### src/rtl/dlx_pipe_pkg.sv
// dlx_pipe_pkg -- shared constants and types for the DLX pipeline control blocks.
//   REG_W      : default register-specifier width
//   MC_CNT_W   : width of the multi-cycle stall down-counter
//   PERF_CNT_W : width of the saturating performance counters
//   hz_state_e : hazard controller FSM states (RUN, MC_WAIT)
package dlx_pipe_pkg;

    localparam int REG_W      = 5;
    localparam int MC_CNT_W   = 8;
    localparam int PERF_CNT_W = 16;

    typedef enum logic [0:0] {
        RUN     = 1'b0,
        MC_WAIT = 1'b1
    } hz_state_e;

endpackage

### src/rtl/sat_counter.sv
// sat_counter -- W-bit up-counter that sticks at all-ones instead of wrapping.
//   clk   : clock, rising edge
//   rst   : synchronous active-high clear
//   inc   : count this cycle
//   count : current value
module sat_counter #(
    parameter int W = 16
) (
    input  logic         clk,
    input  logic         rst,
    input  logic         inc,
    output logic [W-1:0] count
);

    always_ff @(posedge clk) begin
        if (rst) begin
            count <= '0;
        end else if (inc && (count != '1)) begin
            count <= count + W'(1);
        end
    end

endmodule

### src/rtl/hazard_ctrl.sv
// hazard_ctrl -- pipeline hazard controller for the 5-stage DLX core.
// Handles taken-branch flush, load-use stall and multi-cycle (mul/div) stall.
// Outputs are combinational from the registered FSM state, mc_cnt and the
// current inputs.
//
// Ports:
//   clk, rst          : clock (rising edge), synchronous active-high reset
//   id_rs1, id_rs2    : ID-stage source registers
//   id_uses_rs2       : ID instruction reads rs2
//   id_mc_start       : ID instruction is a multi-cycle op
//   idex_memread      : EX-stage instruction is a load
//   idex_rd           : EX-stage destination register
//   branch_taken      : taken branch/jump resolved this cycle
//   pc_write          : PC updates this cycle
//   IFID_write        : IF/ID register loads a new instruction
//   IFflush           : IF/ID instruction field cleared
//   idex_bubble       : ID/EX control fields zeroed
//   mc_busy           : multi-cycle op is holding the pipeline in MC_WAIT
//   stall_cnt         : (HAZARD_CTRL_PERF_EN) saturating count of pc_write=0 cycles
//   flush_cnt         : (HAZARD_CTRL_PERF_EN) saturating count of IFflush cycles
//
// Build option: define HAZARD_CTRL_PERF_EN to add the performance counters.
module hazard_ctrl #(
    parameter int REG_W  = dlx_pipe_pkg::REG_W,
    parameter int MC_LAT = 4                     // legal 1..255
) (
    input  logic             clk,
    input  logic             rst,
    input  logic [REG_W-1:0] id_rs1,
    input  logic [REG_W-1:0] id_rs2,
    input  logic             id_uses_rs2,
    input  logic             id_mc_start,
    input  logic             idex_memread,
    input  logic [REG_W-1:0] idex_rd,
    input  logic             branch_taken,
    output logic             pc_write,
    output logic             IFID_write,
    output logic             IFflush,
    output logic             idex_bubble,
    output logic             mc_busy
`ifdef HAZARD_CTRL_PERF_EN
    ,
    output logic [dlx_pipe_pkg::PERF_CNT_W-1:0] stall_cnt,
    output logic [dlx_pipe_pkg::PERF_CNT_W-1:0] flush_cnt
`endif
);

    import dlx_pipe_pkg::*;

    hz_state_e             state, state_nxt;
    logic [MC_CNT_W-1:0]   mc_cnt, mc_cnt_nxt;
    logic                  load_use;

    // Register 0 is hardwired to zero, so a load targeting it never creates a hazard.
    assign load_use = idex_memread && (idex_rd != '0) &&
                      ((idex_rd == id_rs1) || (id_uses_rs2 && (idex_rd == id_rs2)));

    always_ff @(posedge clk) begin
        if (rst) begin
            state  <= RUN;
            mc_cnt <= '0;
        end else begin
            state  <= state_nxt;
            mc_cnt <= mc_cnt_nxt;
        end
    end

    always_comb begin
        state_nxt   = state;
        mc_cnt_nxt  = mc_cnt;
        pc_write    = 1'b1;
        IFID_write  = 1'b1;
        IFflush     = 1'b0;
        idex_bubble = 1'b0;
        mc_busy     = 1'b0;

        if (rst) begin
            pc_write    = 1'b0;
            IFID_write  = 1'b0;
            idex_bubble = 1'b1;
        end else begin
            unique case (state)
                RUN: begin
                    if (branch_taken) begin
                        // Wrong-path instructions are squashed; the PC still moves to the target.
                        IFflush     = 1'b1;
                        idex_bubble = 1'b1;
                    end else if (id_mc_start) begin
                        // Start cycle is the first of MC_LAT stall cycles.
                        pc_write    = 1'b0;
                        IFID_write  = 1'b0;
                        idex_bubble = 1'b1;
                        mc_cnt_nxt  = MC_CNT_W'(MC_LAT - 1);
                        state_nxt   = MC_WAIT;
                    end else if (load_use) begin
                        pc_write    = 1'b0;
                        IFID_write  = 1'b0;
                        idex_bubble = 1'b1;
                    end
                end
                MC_WAIT: begin
                    if (mc_cnt != '0) begin
                        pc_write    = 1'b0;
                        IFID_write  = 1'b0;
                        idex_bubble = 1'b1;
                        mc_busy     = 1'b1;
                        mc_cnt_nxt  = mc_cnt - MC_CNT_W'(1);
                    end else begin
                        // Release cycle: pipeline advances normally, op result is available.
                        state_nxt = RUN;
                    end
                end
                default: state_nxt = RUN;
            endcase
        end
    end

`ifdef HAZARD_CTRL_PERF_EN
    sat_counter #(.W(PERF_CNT_W)) u_stall_cnt (
        .clk   (clk),
        .rst   (rst),
        .inc   (!rst && !pc_write),
        .count (stall_cnt)
    );

    sat_counter #(.W(PERF_CNT_W)) u_flush_cnt (
        .clk   (clk),
        .rst   (rst),
        .inc   (IFflush),
        .count (flush_cnt)
    );
`endif

`ifndef SYNTHESIS
    // A branch cannot legally resolve while the pipeline is frozen behind a mul/div.
    a_no_branch_in_mc_wait: assert property (@(posedge clk) disable iff (rst)
        !((state == MC_WAIT) && branch_taken))
        else $error("branch_taken asserted while in MC_WAIT");
`endif

endmodule
### config.mk
export PLATFORM = sky130hd
export DESIGN_NAME = hazard_ctrl
export DESIGN_NICKNAME = d
export VERILOG_FILES = /design/src/rtl/dlx_pipe_pkg.sv /design/src/rtl/sat_counter.sv /design/src/rtl/hazard_ctrl.sv
export SDC_FILE = /design/constraint.sdc
export NUM_CORES = 1
export LEC_CHECK = 0
export BUFFER_PORTS_ARGS = -buffer_cell sky130_fd_sc_hd__buf_2
export CAP_MARGIN = 10
export CORE_MARGIN = 2
export CORE_UTILIZATION = 46
export CTS_CLUSTER_SIZE = 25
export DETAILED_ROUTE_END_ITERATION = 16
export PLACE_DENSITY = 0.8
export SLEW_MARGIN = 20
export SYNTH_ARGS = -nofsm -noshare
export SYNTH_HDL_FRONTEND = slang
export SYNTH_SLANG_ARGS = --single-unit
### constraint.sdc
create_clock -name clk -period 2.2 [get_ports clk]
set_input_delay 0.44 -clock clk [delete_from_list [all_inputs] [get_ports clk]]
set_output_delay 0.44 -clock clk [all_outputs]
set_load 0.02 [all_outputs]
==> results of run 1 <==
worst paths after layout:
kind	slack, ps	start	to
worst min-delay path	410	rst	state$_SDFF_PP0_
worst min register to register	510	mc_cnt[5]$_SDFFE_PP0P_	mc_cnt[5]$_SDFFE_PP0P_
worst max-delay path	-40	mc_cnt[4]$_SDFFE_PP0P_	idex_bubble
worst max register to register	370	mc_cnt[4]$_SDFFE_PP0P_	mc_cnt[5]$_SDFFE_PP0P_
flip-flops by register name (all words and copies together), names as in the netlist:
signal  flops
mc_cnt      8
state       1
placed cells by master (no fill, tap or decap), drive strengths merged:
cell    count
o31a        2
or4         3
nor4        2
o31ai       5
nor3b       1
dfxtp       9
a32oi       1
nand3b      1
nor3        4
clkbuf      4
and3        1
nand4       1
and4bb      1
ha          1
or3         1
xor2       10
nand2b      1
a21oi       5
mux2i       1
nor2       10
xnor2       1
a32o        1
nand2       2
or2         4
a211oi      2
buf        34
o21ai       1
inv         4
through the flow:
stage / setup WS [ps] / util [%] / hold slack (ps)
3_5_place_dp: 98.0 / 60.7 / 467
6_report: -38.0 / 71.5 / 411
3_3_place_gp: 113 / 60.7 / 454
2_1_floorplan: 24.3 / - / 443
5_1_grt: -88.7 / 71.5 / 419
4_1_cts: 2.24 / 64.9 / 416
cell type report:
| type | instances | area (um^2) | share of cell area [%] |
|---|---|---|---|
| flip-flops and latches | 9 | 183 | 19.4 |
| repair buffers | 34 | 215 | 22.8 |
| well taps | 15 | 18.8 | 1.99 |
| inverters | 4 | 15.0 | 1.59 |
| clock buffers | 4 | 26.3 | 2.79 |
| multi-input cells | 62 | 484 | 51.4 |
power by group through the flow:
stage / clock network (uW) / registers (uW) / logic, uW
floorplan: 0 / 180 / 103
global placement: 0 / 182 / 151
detailed placement: 0 / 182 / 154
CTS: 134 / 178 / 167
global route: 148 / 181 / 227
finish: 138 / 180 / 210
routing by layer:
layer,track usage (%),vias up,share of wire [%]
met4,15.5,0,4.7
met3,2.61,10,3.2
li1,-,358,-
met1,22.2,349,38
met5,0,-,0
met2,34.4,25,54
repair_timing:
action / 4_1_cts / 5_1_grt
resized for setup: 6 / 15
setup buffers: 1 / 4
pin swaps: 1 / 2
setup endpoints to repair: 3 / 4
logic make-up (layout without fill, tap and decap cells):
kind of cell	after synthesis	count (layout)
AO/OA/AOI/OAI	17	17
XOR/XNOR	11	11
adder cells (fa/ha/maj)	1	1
buffers and inverters	9	42
flip-flops	9	9
multiplexers	1	1
AND/OR/NAND/NOR	32	32
==> impl_metrics.tcl, run 1 <==
set metrics [dict create \
    outcome "finished, violations left" \
    violations "negative setup slack" \
    io_pins 26 \
    path_max_fanout 5 \
    synth_top_family_by_area "simple AND/OR/NAND/NOR gates" \
    cts_buffers 3 \
    final.setup.worst_slack_ps -38.0 \
    clockRootBuffer "clkbuf_4" \
    synth_edf_count 0 \
    wl_mm 2.02 \
    clock_sinks 9 \
    final_area_um2 942 \
    initial_core_util_pct 49.9 \
    combPwrFrac_pct 39.7 \
    cts_hold_buf 0 \
    synth-seq-cells 9 \
    die_area_um2 1750 \
    core_area_um2 1320 \
    placedCellCount 119 \
    postPlaceCellArea_um2 800 \
    cts_tree "yes" \
    worst-path-buf-inv 2 \
    p_total_uw 527 \
    clock_latency_ps 280 \
    ir_worst_vdd_uv 679 \
    cts_buffer_depth 2 \
    yosys.area_share.simple_pct 27.0 \
    rows 13 \
    grt.overflow.total 0 \
    setup_viol 1 \
    synth_top_cells_by_count "nor2_1 (10), xor2_1 (10), dfxtp_1 (9), a21oi_1 (5)" \
    reg2reg_depth 6 \
    final_antenna_net_count 0 \
    fp.dieW_um 41.8 \
    synth_cells 80 \
    grt_pass1_wl_mm 2.64 \
    power_density_nw_per_um2 560 \
    crit_chain "or3_4 > buf_8 > nor3_4 > a32o_1 > a21oi_1 > buf_4" \
    path_clk_slew_ps 70 \
    first_pass_iters 4 \
    worst_pin_slew_ps 334 \
    cap_violations 0 \
    crit_arrival_ps 1800 \
    ys_top_cells_by_area "dfxtp_1 (27%), xor2_1 (13%), nor2_1 (5.7%)" \
    htree_levels 1 \
    drc_errors 0 \
    hp-class "in2reg" \
    fillers 93 \
    crit_path_start_kind "register" \
    antenna_found_initial 0 \
    area_growth_pct 43.4 \
    cp_top_family "simple AND/OR/NAND/NOR gates" \
    vias_per_cell 5.80 \
    ys.flop_type "dfxtp_1" \
    vias 742 \
    fin_crit_sh_pct 102 \
    synth_top_area_share_pct 27.4 \
    power_frac_clock_pct 26.1 \
    internal_power_uw 344 \
    netlist_area_um2 657 \
    crit_type "reg2out" \
    fmax_mhz 447 \
    p_switching_uw 184 \
    fin_skew_ps 6.17 \
    relSlewSlack_pct 77.8 \
    synthAdderAreaFrac_pct 1.90 \
    power.switching_fraction_pct 34.8 \
    synth_area_per_cell_um2 8.21 \
    p_leak_uw 0.000406 \
    drtIter0Drc 42 \
    period_needed_ps 2240 \
    hpwlAfterDp_mm 1.17 \
    synth_fp_nets 102 \
    drive_gt1_share_pct 46.0 \
    yosysUniqueCellTypes 32 \
    grt_max_degree 9 \
    tns_ps -38.0 \
    async_flop_share_pct 0 \
    antennaDiodeCount 0 \
    rsz0062_at_grt "true" \
    final_cells 128 \
    cpPeakStageDelay_ps 400 \
    drv_slew 0 \
    synth-xor-area-share_pct 14.7 \
    worstSetupEndpointType "primary output" \
    cp.depth 6 \
    hold_viol 0 \
    yosys_warnings 0 \
    synth_compound_area_share_pct 20.4 \
    fin_nets 136 \
    required_ps 1760 \
    gp_congestion 0.815 \
    seq_area_frac_synth_pct 27.4 \
    p_seq_share_pct 34.1 \
    synth.largest_area_cell "dfxtp_1" \
    first_global_vias 629 \
    io_buffer_count 25 \
    dieHeight_um 41.8 \
    grtUsageTotal_pct 20.1 \
    synth_mux_area_share_pct 1.52 \
    slowest_stage "or3_4" \
    wl_per_cell_um 15.8 \
    min_path_cells 2 \
]
Power figures use the tool's default switching activity.
==> run 2: changes to the inputs <==
- REMOVE_ABC_BUFFERS: unset -> 1
==> impl_metrics.tcl, run 2 (synthesis gave the netlist of run 1 again) <==
set metrics [dict create \
    wl_per_cell_um 14.1 \
    drv_slew 0 \
    rows 13 \
    final.setup.worst_slack_ps 36.7 \
    initial_core_util_pct 49.9 \
    relSlewSlack_pct 77.3 \
    outcome "finished, final reports clean" \
    ir_worst_vdd_uv 464 \
    p_switching_uw 164 \
    mostFrequentLayoutCell "buf_2" \
    hp-class "in2reg" \
    path_clk_slew_ps 60 \
    final_area_um2 897 \
    io_pins 26 \
    grt.overflow.total 0 \
    cpPeakStageDelay_ps 340 \
    clockRootBuffer "clkbuf_4" \
    hold_viol 0 \
    fin_crit_sh_pct 98.3 \
    htree_levels 1 \
    cts_buffer_depth 2 \
    drive_gt1_share_pct 43.1 \
    worst_pin_slew_ps 340 \
    slowest_stage "o31a_1" \
    first_global_vias 557 \
    vias_per_cell 5.63 \
    core_area_um2 1320 \
    path_max_fanout 3 \
    grt_pass1_wl_mm 2.46 \
    period_needed_ps 2160 \
    crit_chain "buf_2 > xor2_1 > nor4_1 > a32oi_1 > o31a_1 > buf_6" \
    antennaDiodeCount 0 \
    fp.dieW_um 41.8 \
    grt_max_degree 9 \
    power_frac_clock_pct 25.9 \
    regMostFlops "mc_cnt" \
    p_leak_uw 0.000380 \
    cts_tree "yes" \
    crit_path_start_kind "primary input" \
    fin_skew_ps 1.52 \
    internal_power_uw 332 \
    die_area_um2 1750 \
    required_ps 1760 \
    clock_sinks 9 \
    antenna_found_initial 0 \
    first_pass_iters 4 \
    drtIter0Drc 6 \
    fmax_mhz 462 \
    power_density_nw_per_um2 552 \
    io_buffer_count 25 \
    p_total_uw 496 \
    r2r_slack_ps 540 \
    dieHeight_um 41.8 \
    p_seq_share_pct 36.3 \
    pre_cts_ws_ps 97.7 \
    largestRegisters "mc_cnt (8), state (1)" \
    vias 698 \
    final_cell_mix "buf_2 (22), xor2_1 (10), nor2_1 (9)" \
    cts_buffers 3 \
    area_growth_pct 36.6 \
    clock_latency_ps 260 \
    grtUsageTotal_pct 18.0 \
    gp_congestion 0.880 \
    hpwlAfterDp_mm 1.17 \
    worstSetupEndpointType "primary output" \
    final_antenna_net_count 0 \
    postPlaceCellArea_um2 800 \
    setup_viol 0 \
    combPwrFrac_pct 37.8 \
    crit_arrival_ps 1720 \
    drc_errors 0 \
    cts_hold_buf 0 \
    rsz0062_at_grt "true" \
    cap_violations 0 \
    fillers 101 \
    fin_nets 132 \
    crit_type "in2out" \
    wl_mm 1.75 \
    largest_reg_flops 8 \
    power.switching_fraction_pct 33.0 \
]
## run 2: cell count changes in the layout (fill, tap and decap cells not counted), sizes merged
| cell | before | now |
|---|---|---|
| buf | 34 | 30 |
## run 2: path summary, 6_finish.rpt
kind	from	to	cells past startpoint
setup / recovery	idex_rd[3]	IFID_write	6
hold / removal	rst	mc_cnt[0]$_SDFFE_PP0P_	2
setup reg to reg	mc_cnt[2]$_SDFFE_PP0P_	mc_cnt[5]$_SDFFE_PP0P_	4
hold reg to reg	mc_cnt[0]$_SDFFE_PP0P_	mc_cnt[0]$_SDFFE_PP0P_	2
## run 2: final cells by class
cell class | instances | area, um^2 | area share, %
timing repair buffer | 30 | 181 | 20.2
sequential | 9 | 181 | 20.2
clock buffer | 4 | 26.3 | 2.93
inverter | 4 | 15.0 | 1.67
multi-input combinational | 62 | 474 | 52.9
tap | 15 | 18.8 | 2.09
## run 2: per-layer routing
layer	vias up	share of wire (%)	track usage [%]	routed length, um
li1	350	-	-	-
met1	318	43	23.3	748
met5	-	0	0	0
met2	24	51	28.4	896
met3	6	4.1	5.22	72
met4	0	1.9	5.81	33
## run 2: worst max-delay path, delay by kind of cell
family / cells / cell delay, ps
xor+xnor: 1 / 160
simple gates: 1 / 320
compound gates: 2 / 530
buf+inv: 2 / 260
## run 2: power by group through the flow
stage | clock network [uW] | registers (uW) | logic (uW)
after floorplan | 0 | 182 | 91.2
after global placement | 0 | 181 | 152
after detailed placement | 0 | 182 | 153
after CTS | 133 | 178 | 161
after global routing | 140 | 181 | 204
final | 128 | 180 | 187
## run 2: stage by stage
step                hold WS (ps)  util, %  TNS (ps)  instances
floorplan                    443        -         0         75
global placement             453     60.7         0        119
detailed placement           464     60.7         0        119
CTS                          413     64.2         0        124
global route                 429     68.1     -36.4        124
finish                       426     68.1         0        124
## run 2: repair_timing
action	in CTS	in global routing
setup buffers	1	0
pin swaps	2	2
gates resized for setup	4	14
endpoints found under the setup margin	4	4
==> run 3: changes to the inputs <==
- CORE_MARGIN: 2 -> unset
- GPL_TIMING_DRIVEN: unset -> 0
==> impl_metrics.tcl, run 3 (synthesis gave the netlist of run 1 again) <==
set metrics [dict create \
    outcome "finished, final reports clean" \
    htree_levels 1 \
    drive_gt1_share_pct 41.9 \
    fillers 108 \
    cts_buffer_depth 2 \
    hpwlAfterDp_mm 1.16 \
    area_growth_pct 30.9 \
    largest_reg_flops 8 \
    final_antenna_net_count 0 \
    cap_violations 0 \
    ir_worst_vdd_uv 364 \
    cts_tree "yes" \
    crit_type "reg2out" \
    io_pins 26 \
    tns_ps 0 \
    mostFrequentLayoutCell "buf_2" \
    power_density_nw_per_um2 556 \
    vias 657 \
    met3_usage_pct 8.52 \
    postPlaceCellArea_um2 769 \
    drv_slew 0 \
    clock_latency_ps 260 \
    met1_usage_pct 27.2 \
    drc_errors 0 \
    relSlewSlack_pct 76.8 \
    die_area_um2 1580 \
    crit_chain "or3_4 > o31a_4 > nor2_2 > o31a_1 > buf_4" \
    final.setup.worst_slack_ps 25.6 \
    grt.overflow.total 0 \
    final_area_um2 860 \
    wl_mm 1.55 \
    grt_max_degree 10 \
    grtUsageTotal_pct 20.8 \
    path_max_fanout 6 \
    core_area_um2 1320 \
    antenna_found_initial 0 \
    fin_nets 128 \
    antennaDiodeCount 0 \
    rows 13 \
    clockRootBuffer "clkbuf_4" \
    grt-busiest-layer "met2" \
    crit_arrival_ps 1730 \
    drtIter0Drc 7 \
    grt_pass1_wl_mm 2.13 \
    initial_core_util_pct 49.9 \
    rsz0062_at_grt "true" \
    p_leak_uw 0.000359 \
    dieHeight_um 39.8 \
    final_cell_mix "buf_2 (22), xor2_1 (10), nor2_1 (9)" \
    setup_viol 0 \
    clock_sinks 9 \
    cts_hold_buf 0 \
    worst_pin_slew_ps 345 \
    fp.dieW_um 39.8 \
    cts_buffers 3 \
    slowest_stage "or3_4" \
    hold_viol 0 \
    crit_path_start_kind "register" \
    fmax_mhz 460 \
    largestRegisters "mc_cnt (8), state (1)" \
    grtUsageMet2_pct 32.4 \
    period_needed_ps 2170 \
    path_clk_slew_ps 60 \
    cpPeakStageDelay_ps 400 \
    fin_crit_sh_pct 98.8 \
    regMostFlops "mc_cnt" \
    first_pass_iters 4 \
    gp_congestion 0.773 \
    fin_skew_ps 2.66 \
    pre_cts_ws_ps 41.9 \
    required_ps 1760 \
    io_buffer_count 25 \
    hp-class "in2reg" \
    first_global_vias 500 \
    worstSetupEndpointType "primary output" \
    vias_per_cell 5.48 \
    wl_per_cell_um 13.0 \
]
[run 3: changes by cell type in the layout (fill, tap and decap cells not counted)]
cell,before,now
nor2_2,0,1
o21ai_0,0,1
nor2_4,1,0
dfxtp_2,1,2
o21ai_1,1,0
nor3_2,0,1
dfxtp_1,8,7
nor3_4,1,0
buf_4,5,3
buf_6,3,1
ha_2,1,0
ha_4,0,1
[run 3: layout make-up]
cell class                 instances  area [um^2]  share of cell area, %
clock buffer                       4         26.3                   3.06
inverter                           4         15.0                   1.75
multi-input combinational         62          473                   55.0
sequential                         9          183                   21.3
tap                               15         18.8                   2.18
timing repair buffer              26          144                   16.7
[run 3: worst max-delay path: cells and delay by family (launching register included)]
| family | cells | cell delay [ps] |
|---|---|---|
| compound gates | 2 | 470 |
| buf+inv | 1 | 140 |
| flops | 1 | 340 |
| simple gates | 2 | 510 |
[run 3: path summary, 6_finish.rpt]
kind	startpoint	endpoint	slack, ps	cells after the start
setup reg to reg	mc_cnt[2]$_SDFFE_PP0P_	mc_cnt[7]$_SDFFE_PP0P_	550	5
hold reg to reg	mc_cnt[6]$_SDFFE_PP0P_	mc_cnt[6]$_SDFFE_PP0P_	470	2
setup / recovery	mc_cnt[2]$_SDFFE_PP0P_	pc_write	30	5
hold / removal	rst	state$_SDFF_PP0_	410	2
[run 3: per-stage QoR]
step           hold WS [ps]  utilization, %  instances  total power, uW
4_1_cts                 416            64.7        120              477
5_1_grt                 417            65.2        120              502
6_report                411            65.2        120              478
3_3_place_gp            453            58.4        115              317
3_5_place_dp            458            58.4        115              322
2_1_floorplan           443               -         75              273
[run 3: repair_timing]
| item | CTS | global route |
|---|---|---|
| pin swaps | 3 | 1 |
| endpoints found under the setup margin | 3 | 4 |
| gates resized for setup | 12 | 3 |
| hold endpoints to repair | 0 | 0 |
| buffers inserted | 1 | 0 |
[run 3: where the power goes]
group / total [uW] / switching [uW] / internal [uW]
Clock: 130 / 59.5 / 70.0
Sequential: 182 / 9.64 / 173
Combinational: 167 / 88.9 / 77.7
[run 3: layer usage]
layer	wire, um	share of wire [%]
met5	0	0
met4	0	0
met3	54	3.5
met2	766	49
met1	734	47
